<file path="config.mk">
export PLATFORM = sky130hd
export DESIGN_NAME = jstk_spi_ctrl_flat
export DESIGN_NICKNAME = d
export VERILOG_FILES = /design/src/rtl/jstk_spi_if.sv /design/src/rtl/jstk_spi_ctrl.sv /design/src/flat_wrapper.sv
export SDC_FILE = /design/constraint.sdc
export NUM_CORES = 1
export LEC_CHECK = 0
export BUFFER_PORTS_ARGS = -buffer_cell sky130_fd_sc_hd__buf_2
export CAP_MARGIN = 10
export CORE_MARGIN = 2
export CORE_UTILIZATION = 56
export CTS_CLUSTER_SIZE = 16
export DETAILED_ROUTE_END_ITERATION = 6
export HOLD_SLACK_MARGIN = 0.08
export PLACE_DENSITY = 0.79
export REMOVE_ABC_BUFFERS = 1
export SYNTH_ARGS = -nofsm -noshare
export SYNTH_HDL_FRONTEND = slang
export SYNTH_SLANG_ARGS = --single-unit
</file>
<file path="constraint.sdc">
create_clock -name CLK -period 6.1 [get_ports CLK]
set_input_delay 1.22 -clock CLK [delete_from_list [all_inputs] [get_ports CLK]]
set_output_delay 1.22 -clock CLK [all_outputs]
set_load 0.05 [all_outputs]
</file>
<file path="src/rtl/jstk_spi_if.sv">
// Bus between jstk_spi_ctrl and its neighbours: request/response handshake plus the SPI pins.
// The master modport is the controller's view; slave is the view of whoever drives START and MISO.
interface jstk_spi_if #(
    parameter int NUM_BYTES = 5
);
    logic                   START;
    logic [8*NUM_BYTES-1:0] TX_DATA;
    logic                   MISO;
    logic                   SS;
    logic                   SCLK;
    logic                   MOSI;
    logic                   BUSY;
    logic                   DONE;
    logic [8*NUM_BYTES-1:0] RX_DATA;

    modport master (
        input  START, TX_DATA, MISO,
        output SS, SCLK, MOSI, BUSY, DONE, RX_DATA
    );

    modport slave (
        output START, TX_DATA, MISO,
        input  SS, SCLK, MOSI, BUSY, DONE, RX_DATA
    );
endinterface

</file>
<file path="src/rtl/jstk_spi_ctrl.sv">
// SPI mode-0 master for one PmodJSTK2 transaction of NUM_BYTES bytes, MSB first.
// SCLK_IN is only sampled in the CLK domain; its edges pace every bit, gap and hold period.
module jstk_spi_ctrl #(
    parameter int NUM_BYTES     = 5,
    parameter int SETUP_PERIODS = 2,
    parameter int GAP_PERIODS   = 1
) (
    input  logic       CLK,
    input  logic       RST,
    input  logic       SCLK_IN,
    jstk_spi_if.master bus
);
    localparam int W       = 8 * NUM_BYTES;
    localparam int PER_MAX = (SETUP_PERIODS > GAP_PERIODS) ? SETUP_PERIODS : GAP_PERIODS;
    localparam int PER_W   = (PER_MAX > 1) ? $clog2(PER_MAX) : 1;

    typedef enum logic [2:0] {IDLE, SETUP, XFER, GAP, HOLD} state_t;

    state_t           state, state_nxt;
    logic             s1, s2;
    logic             rise_evt, fall_evt;
    logic [3:0]       bit_cnt, bit_cnt_nxt;
    logic [3:0]       byte_cnt, byte_cnt_nxt;
    logic [PER_W-1:0] per_cnt, per_cnt_nxt;
    logic [W-1:0]     tx_sh, tx_sh_nxt;
    logic [W-1:0]     rx_sh, rx_sh_nxt;
    logic [W-1:0]     rx_data_nxt;
    logic             ss_nxt, mosi_nxt, busy_nxt, done_nxt;

    // Stage boundary: two-flop sampling of the divided clock
    always_ff @(posedge CLK) begin
        if (RST) begin
            s1 <= 1'b0;
            s2 <= 1'b0;
        end else begin
            s1 <= SCLK_IN;
            s2 <= s1;
        end
    end

    assign rise_evt = s1 & ~s2;
    assign fall_evt = ~s1 & s2;

    always_ff @(posedge CLK) begin
        if (RST) state <= IDLE;
        else     state <= state_nxt;
    end

    always_comb begin
        state_nxt    = state;
        ss_nxt       = bus.SS;
        mosi_nxt     = bus.MOSI;
        busy_nxt     = bus.BUSY;
        done_nxt     = 1'b0;
        bit_cnt_nxt  = bit_cnt;
        byte_cnt_nxt = byte_cnt;
        per_cnt_nxt  = per_cnt;
        tx_sh_nxt    = tx_sh;
        rx_sh_nxt    = rx_sh;
        rx_data_nxt  = bus.RX_DATA;
        case (state)
            IDLE: begin
                if (bus.START) begin
                    tx_sh_nxt    = bus.TX_DATA;
                    ss_nxt       = 1'b0;
                    busy_nxt     = 1'b1;
                    bit_cnt_nxt  = '0;
                    byte_cnt_nxt = '0;
                    per_cnt_nxt  = '0;
                    state_nxt    = SETUP;
                end
            end
            SETUP: begin
                if (fall_evt) begin
                    if (per_cnt == PER_W'(SETUP_PERIODS - 1)) begin
                        mosi_nxt    = tx_sh[W-1];
                        bit_cnt_nxt = '0;
                        per_cnt_nxt = '0;
                        state_nxt   = XFER;
                    end else begin
                        per_cnt_nxt = per_cnt + 1'b1;
                    end
                end
            end
            XFER: begin
                if (rise_evt) begin
                    rx_sh_nxt   = {rx_sh[W-2:0], bus.MISO};
                    bit_cnt_nxt = bit_cnt + 1'b1;
                end
                if (fall_evt) begin
                    if (bit_cnt < 4'd8) begin
                        tx_sh_nxt = tx_sh << 1;
                        mosi_nxt  = tx_sh[W-2];
                    end else begin
                        byte_cnt_nxt = byte_cnt + 1'b1;
                        if (int'(byte_cnt) + 1 < NUM_BYTES) begin
                            mosi_nxt    = 1'b0;
                            per_cnt_nxt = '0;
                            state_nxt   = GAP;
                        end else begin
                            state_nxt = HOLD;
                        end
                    end
                end
            end
            GAP: begin
                if (fall_evt) begin
                    if (per_cnt == PER_W'(GAP_PERIODS - 1)) begin
                        // tx_sh still holds the last bit of the previous byte in its MSB
                        tx_sh_nxt   = tx_sh << 1;
                        mosi_nxt    = tx_sh[W-2];
                        bit_cnt_nxt = '0;
                        per_cnt_nxt = '0;
                        state_nxt   = XFER;
                    end else begin
                        per_cnt_nxt = per_cnt + 1'b1;
                    end
                end
            end
            HOLD: begin
                if (fall_evt) begin
                    ss_nxt      = 1'b1;
                    mosi_nxt    = 1'b0;
                    rx_data_nxt = rx_sh;
                    done_nxt    = 1'b1;
                    busy_nxt    = 1'b0;
                    state_nxt   = IDLE;
                end
            end
            default: state_nxt = IDLE;
        endcase
    end

    // Stage boundary: registered control and pin outputs
    always_ff @(posedge CLK) begin
        if (RST) begin
            bus.SS      <= 1'b1;
            bus.SCLK    <= 1'b0;
            bus.MOSI    <= 1'b0;
            bus.BUSY    <= 1'b0;
            bus.DONE    <= 1'b0;
            bus.RX_DATA <= '0;
            bit_cnt     <= '0;
            byte_cnt    <= '0;
            per_cnt     <= '0;
        end else begin
            bus.SS      <= ss_nxt;
            bus.SCLK    <= s1 & (state == XFER);
            bus.MOSI    <= mosi_nxt;
            bus.BUSY    <= busy_nxt;
            bus.DONE    <= done_nxt;
            bus.RX_DATA <= rx_data_nxt;
            bit_cnt     <= bit_cnt_nxt;
            byte_cnt    <= byte_cnt_nxt;
            per_cnt     <= per_cnt_nxt;
        end
    end

    // Shift registers are fully overwritten by every transaction, so they carry no reset
    always_ff @(posedge CLK) begin
        tx_sh <= tx_sh_nxt;
        rx_sh <= rx_sh_nxt;
    end
endmodule
</file>
<file path="src/flat_wrapper.sv">
// flat-port wrapper written by rule: the top's interface ports become plain ports
module jstk_spi_ctrl_flat 
#(
    parameter int NUM_BYTES     = 5,
    parameter int SETUP_PERIODS = 2,
    parameter int GAP_PERIODS   = 1
)
  (CLK, RST, SCLK_IN, bus_START, bus_TX_DATA, bus_MISO, bus_SS, bus_SCLK, bus_MOSI, bus_BUSY, bus_DONE, bus_RX_DATA);
  jstk_spi_if #(.NUM_BYTES(NUM_BYTES)) bus_i ();
  input  logic CLK;
  input  logic RST;
  input  logic SCLK_IN;
  input wire logic [$bits(bus_i.START)-1:0] bus_START;
  input wire logic [$bits(bus_i.TX_DATA)-1:0] bus_TX_DATA;
  input wire logic [$bits(bus_i.MISO)-1:0] bus_MISO;
  output wire logic [$bits(bus_i.SS)-1:0] bus_SS;
  output wire logic [$bits(bus_i.SCLK)-1:0] bus_SCLK;
  output wire logic [$bits(bus_i.MOSI)-1:0] bus_MOSI;
  output wire logic [$bits(bus_i.BUSY)-1:0] bus_BUSY;
  output wire logic [$bits(bus_i.DONE)-1:0] bus_DONE;
  output wire logic [$bits(bus_i.RX_DATA)-1:0] bus_RX_DATA;
  assign bus_i.START = bus_START;
  assign bus_i.TX_DATA = bus_TX_DATA;
  assign bus_i.MISO = bus_MISO;
  assign bus_SS = bus_i.SS;
  assign bus_SCLK = bus_i.SCLK;
  assign bus_MOSI = bus_i.MOSI;
  assign bus_BUSY = bus_i.BUSY;
  assign bus_DONE = bus_i.DONE;
  assign bus_RX_DATA = bus_i.RX_DATA;
  jstk_spi_ctrl #(.NUM_BYTES(NUM_BYTES), .SETUP_PERIODS(SETUP_PERIODS), .GAP_PERIODS(GAP_PERIODS)) u_core (.CLK(CLK), .RST(RST), .SCLK_IN(SCLK_IN), .bus(bus_i));
endmodule
</file>
==> results.yml <==
outcome:
  status: "complete, no violations"
placed_design:
  placed_area_um2: 5910
  gp_congestion: 0.827
  dpl_worst_slack_ps: 2980
  dp_hpwl_mm: 6.34
  dp_cells: 629
  numPortBuffers: 89
hold_path:
  hp-class: "reg2reg"
layout:
  fill_cells: 674
  area_growth_pct: 20.7
  fin_cells: 662
  drive_gt1_share_pct: 32.3
  stdcell_area_um2: 6510
  insertedDiodeCount: 0
  final_nets: 567
grt:
  gr-total-overflow: 0
  antenna_found_initial: 0
  grt_max_degree: 58
  grt_pass1_vias: 3374
  grtUsageTotal_pct: 20.2
  grt_pass1_wl_mm: 16.2
clock_tree:
  post-cts-setup-buffers: 0
  ctsLongestPathBuffers: 2
  cts_htree_levels: 4
  tritoncts: "done"
  cts_root_buffer: "clkbuf_8"
  clock-sinks: 139
  clk_pin_slew_ps: 70
  insertion_delay_ps: 520
  cts_buffers: 17
  hold_buffers: 0
  cts_resized: 0
yosys:
  synth_top_area_share_pct: 44.5
  synthTopCellsByArea: "edfxtp_1 45%, dfxtp_1 22%, mux2_2 7.7%, nand2_1 6.0%, a21oi_1 4.5%"
  yosysSeqAreaShare_pct: 66.4
  syn_avg_cell_area_um2: 12.4
  synth_area_um2: 5400
  syn_inst: 436
  yosysUniqueCellTypes: 50
  synth_seq_cells: 139
  yosysTopAreaCell: "edfxtp_1"
  yosysWarnings: 0
power_and_ir_drop:
  p_per_area_nw_per_um2: 322
  ir_drop_mv: 0.176
  p_leak_nw: 2.45
  finalPower_w: 0.00210
critical_path:
  path_cells: "or3b_4, nor2_4, a21oi_1, a211oi_2"
  end_kind: "flop"
  critical_path_class: "reg2reg"
  crit_path_start_kind: "flop"
  critPathSlowestCell: "nor2_4"
  slowest_delay_ps: 860
  crit_required_ps: 6520
  crit_fanout: 42
  arrival_ps: 3180
timing:
  grt_setup_unrepaired: "no"
  tightest_slew_ps: 1100
  fmax_ghz: 0.363
  setup-violations-final: 0
  fin_skew_ps: 13.5
  fin_crit_sh_pct: 45.2
  setup_tns_ps: 0
  setup_slack_ps: 3350
  slew_violations: 0
  period_needed_ps: 2750
  relSlewSlack_pct: 26.8
  hold_viol_final: 0
floorplanning:
  start_util_pct: 58.1
  die_area_um2: 10400
  io_pins: 90
  fp.dieH_um: 102
  core-area_um2: 9280
  floorplan.rows: 35
  die_w_um: 102
drt:
  remaining_drc_errors: 0
  wire_per_inst_um: 15.3
  vias: 3584
  vias_per_cell: 5.41
  drtIter0Drc: 271
  routed_wl_mm: 10.1
  ant_nets: 0
  drt-pass1-iter-count: 4
job:
  cap_viol_max_count: 0
-- sequential cells by signal, indices dropped and copies added, names as in the netlist, 3 cells and up --
register / count
u_core.bus.RX_DATA: 40
u_core.tx_sh: 40
u_core.byte_cnt: 4
u_core.bit_cnt: 4
u_core.rx_sh: 40
u_core.state: 3
-- cell usage in the layout (no fill, tap or decap), types with 2 or more instances in the layout --
master / n
a211oi_1: 2
a21bo_2: 2
a21oi_1: 48
and2_1: 2
buf_2: 89
buf_4: 2
clkbuf_16: 17
clkinv_4: 3
dfxtp_1: 59
edfxtp_1: 80
ha_1: 2
inv_1: 4
inv_6: 4
inv_8: 5
mux2_1: 3
mux2_2: 37
mux2i_1: 3
nand2_1: 86
nand2b_1: 7
nand3_1: 9
nand3b_1: 2
nand4_1: 3
nor2_1: 11
nor2b_1: 5
nor3_1: 6
o21a_1: 3
o21ai_0: 6
o31ai_1: 2
or3_1: 2
-- through the flow --
stage               utilization (%)  hold slack [ps]
finish                         70.1              450
global route                   70.1              459
CTS                            69.9              451
detailed placement             63.6              437
global placement               63.6              432
floorplan                         -              426
-- layout make-up --
cell class / instances / area, µm² / area share [%]
Tap cell: 129 / 161 / 2.48
Clock inverter: 14 / 140 / 2.15
Timing Repair Buffer: 92 / 488 / 7.49
Sequential cell: 139 / 3580 / 55.0
Multi-Input combinational cell: 266 / 1690 / 25.9
Inverter: 4 / 15.0 / 0.231
Clock buffer: 18 / 439 / 6.74
-- routing by layer --
metal / up-vias / share of wire [%] / global-route usage, %
li1: 1745 / - / -
met1: 1707 / 44 / 26.5
met4: 0 / 0.19 / 7.69
met2: 130 / 49 / 31.6
met3: 2 / 7.2 / 6.70
met5: - / 0 / 0
-- path summary, 6_finish.rpt --
| path | startpoint | end | slack [ps] | cells after the start |
|---|---|---|---|---|
| max | u_core.state[1] | u_core.bit_cnt[2] | 3350 | 4 |
| min | u_core.rx_sh[38] | u_core.rx_sh[39] | 450 | 0 |
| max reg2reg | u_core.state[1] | u_core.bit_cnt[2] | 3350 | 4 |
| min reg2reg | u_core.rx_sh[38] | u_core.rx_sh[39] | 450 | 0 |
-- worst max-delay path, delay by kind of cell, from the launching register on --
family	cells	cell delay, ps
simple gates	2	1360
compound gates	2	470
flops	1	820
-- logic make-up (layout without fill, tap and decap cells) --
family / after synthesis / count (layout) / share of synthesized area [%]
DFF: 139 / 139 / 66.4
and+or+nand+nor: 141 / 141 / 12.0
muxes: 43 / 43 / 8.90
adders and majority gates: 2 / 2 / 0.464
AOI/OAI and AO/OA: 79 / 79 / 9.44
buffers and inverters: 31 / 128 / 2.62
xor gates and xnor gates: 1 / 1 / 0.162
-- synthesized netlist by cell type (all sizes together) --
cell     instances
nand2           86
edfxtp          80
dfxtp           59
a21oi           48
mux2            40
buf             15
clkbuf          12
nor2            12
nand3            9
nand2b           8
nor3             6
o21ai            6
nor2b            5
inv              4
a2111oi          3
a211oi           3
mux2i            3
nand4            3
o21a             3
or3b             3
a21bo            2
and2             2
ha               2
nand3b           2
o31ai            2
or3              2
a211o            1
a21boi           1
a21o             1
a31oi            1
a41oi            1
and3             1
nor3b            1
o2111a           1
o2111ai          1
o211a            1
o211ai           1
o2bb2ai          1
o311ai           1
o41ai            1
or4b             1
xor2             1
-- report_power, final --
| part | switching (W) | internal, W |
|---|---|---|
| clock network | 0.000436 | 0.000548 |
| registers | 0.0000128 | 0.00102 |
| logic | 0.0000431 | 0.0000351 |
Power figures use the tool's default switching activity.
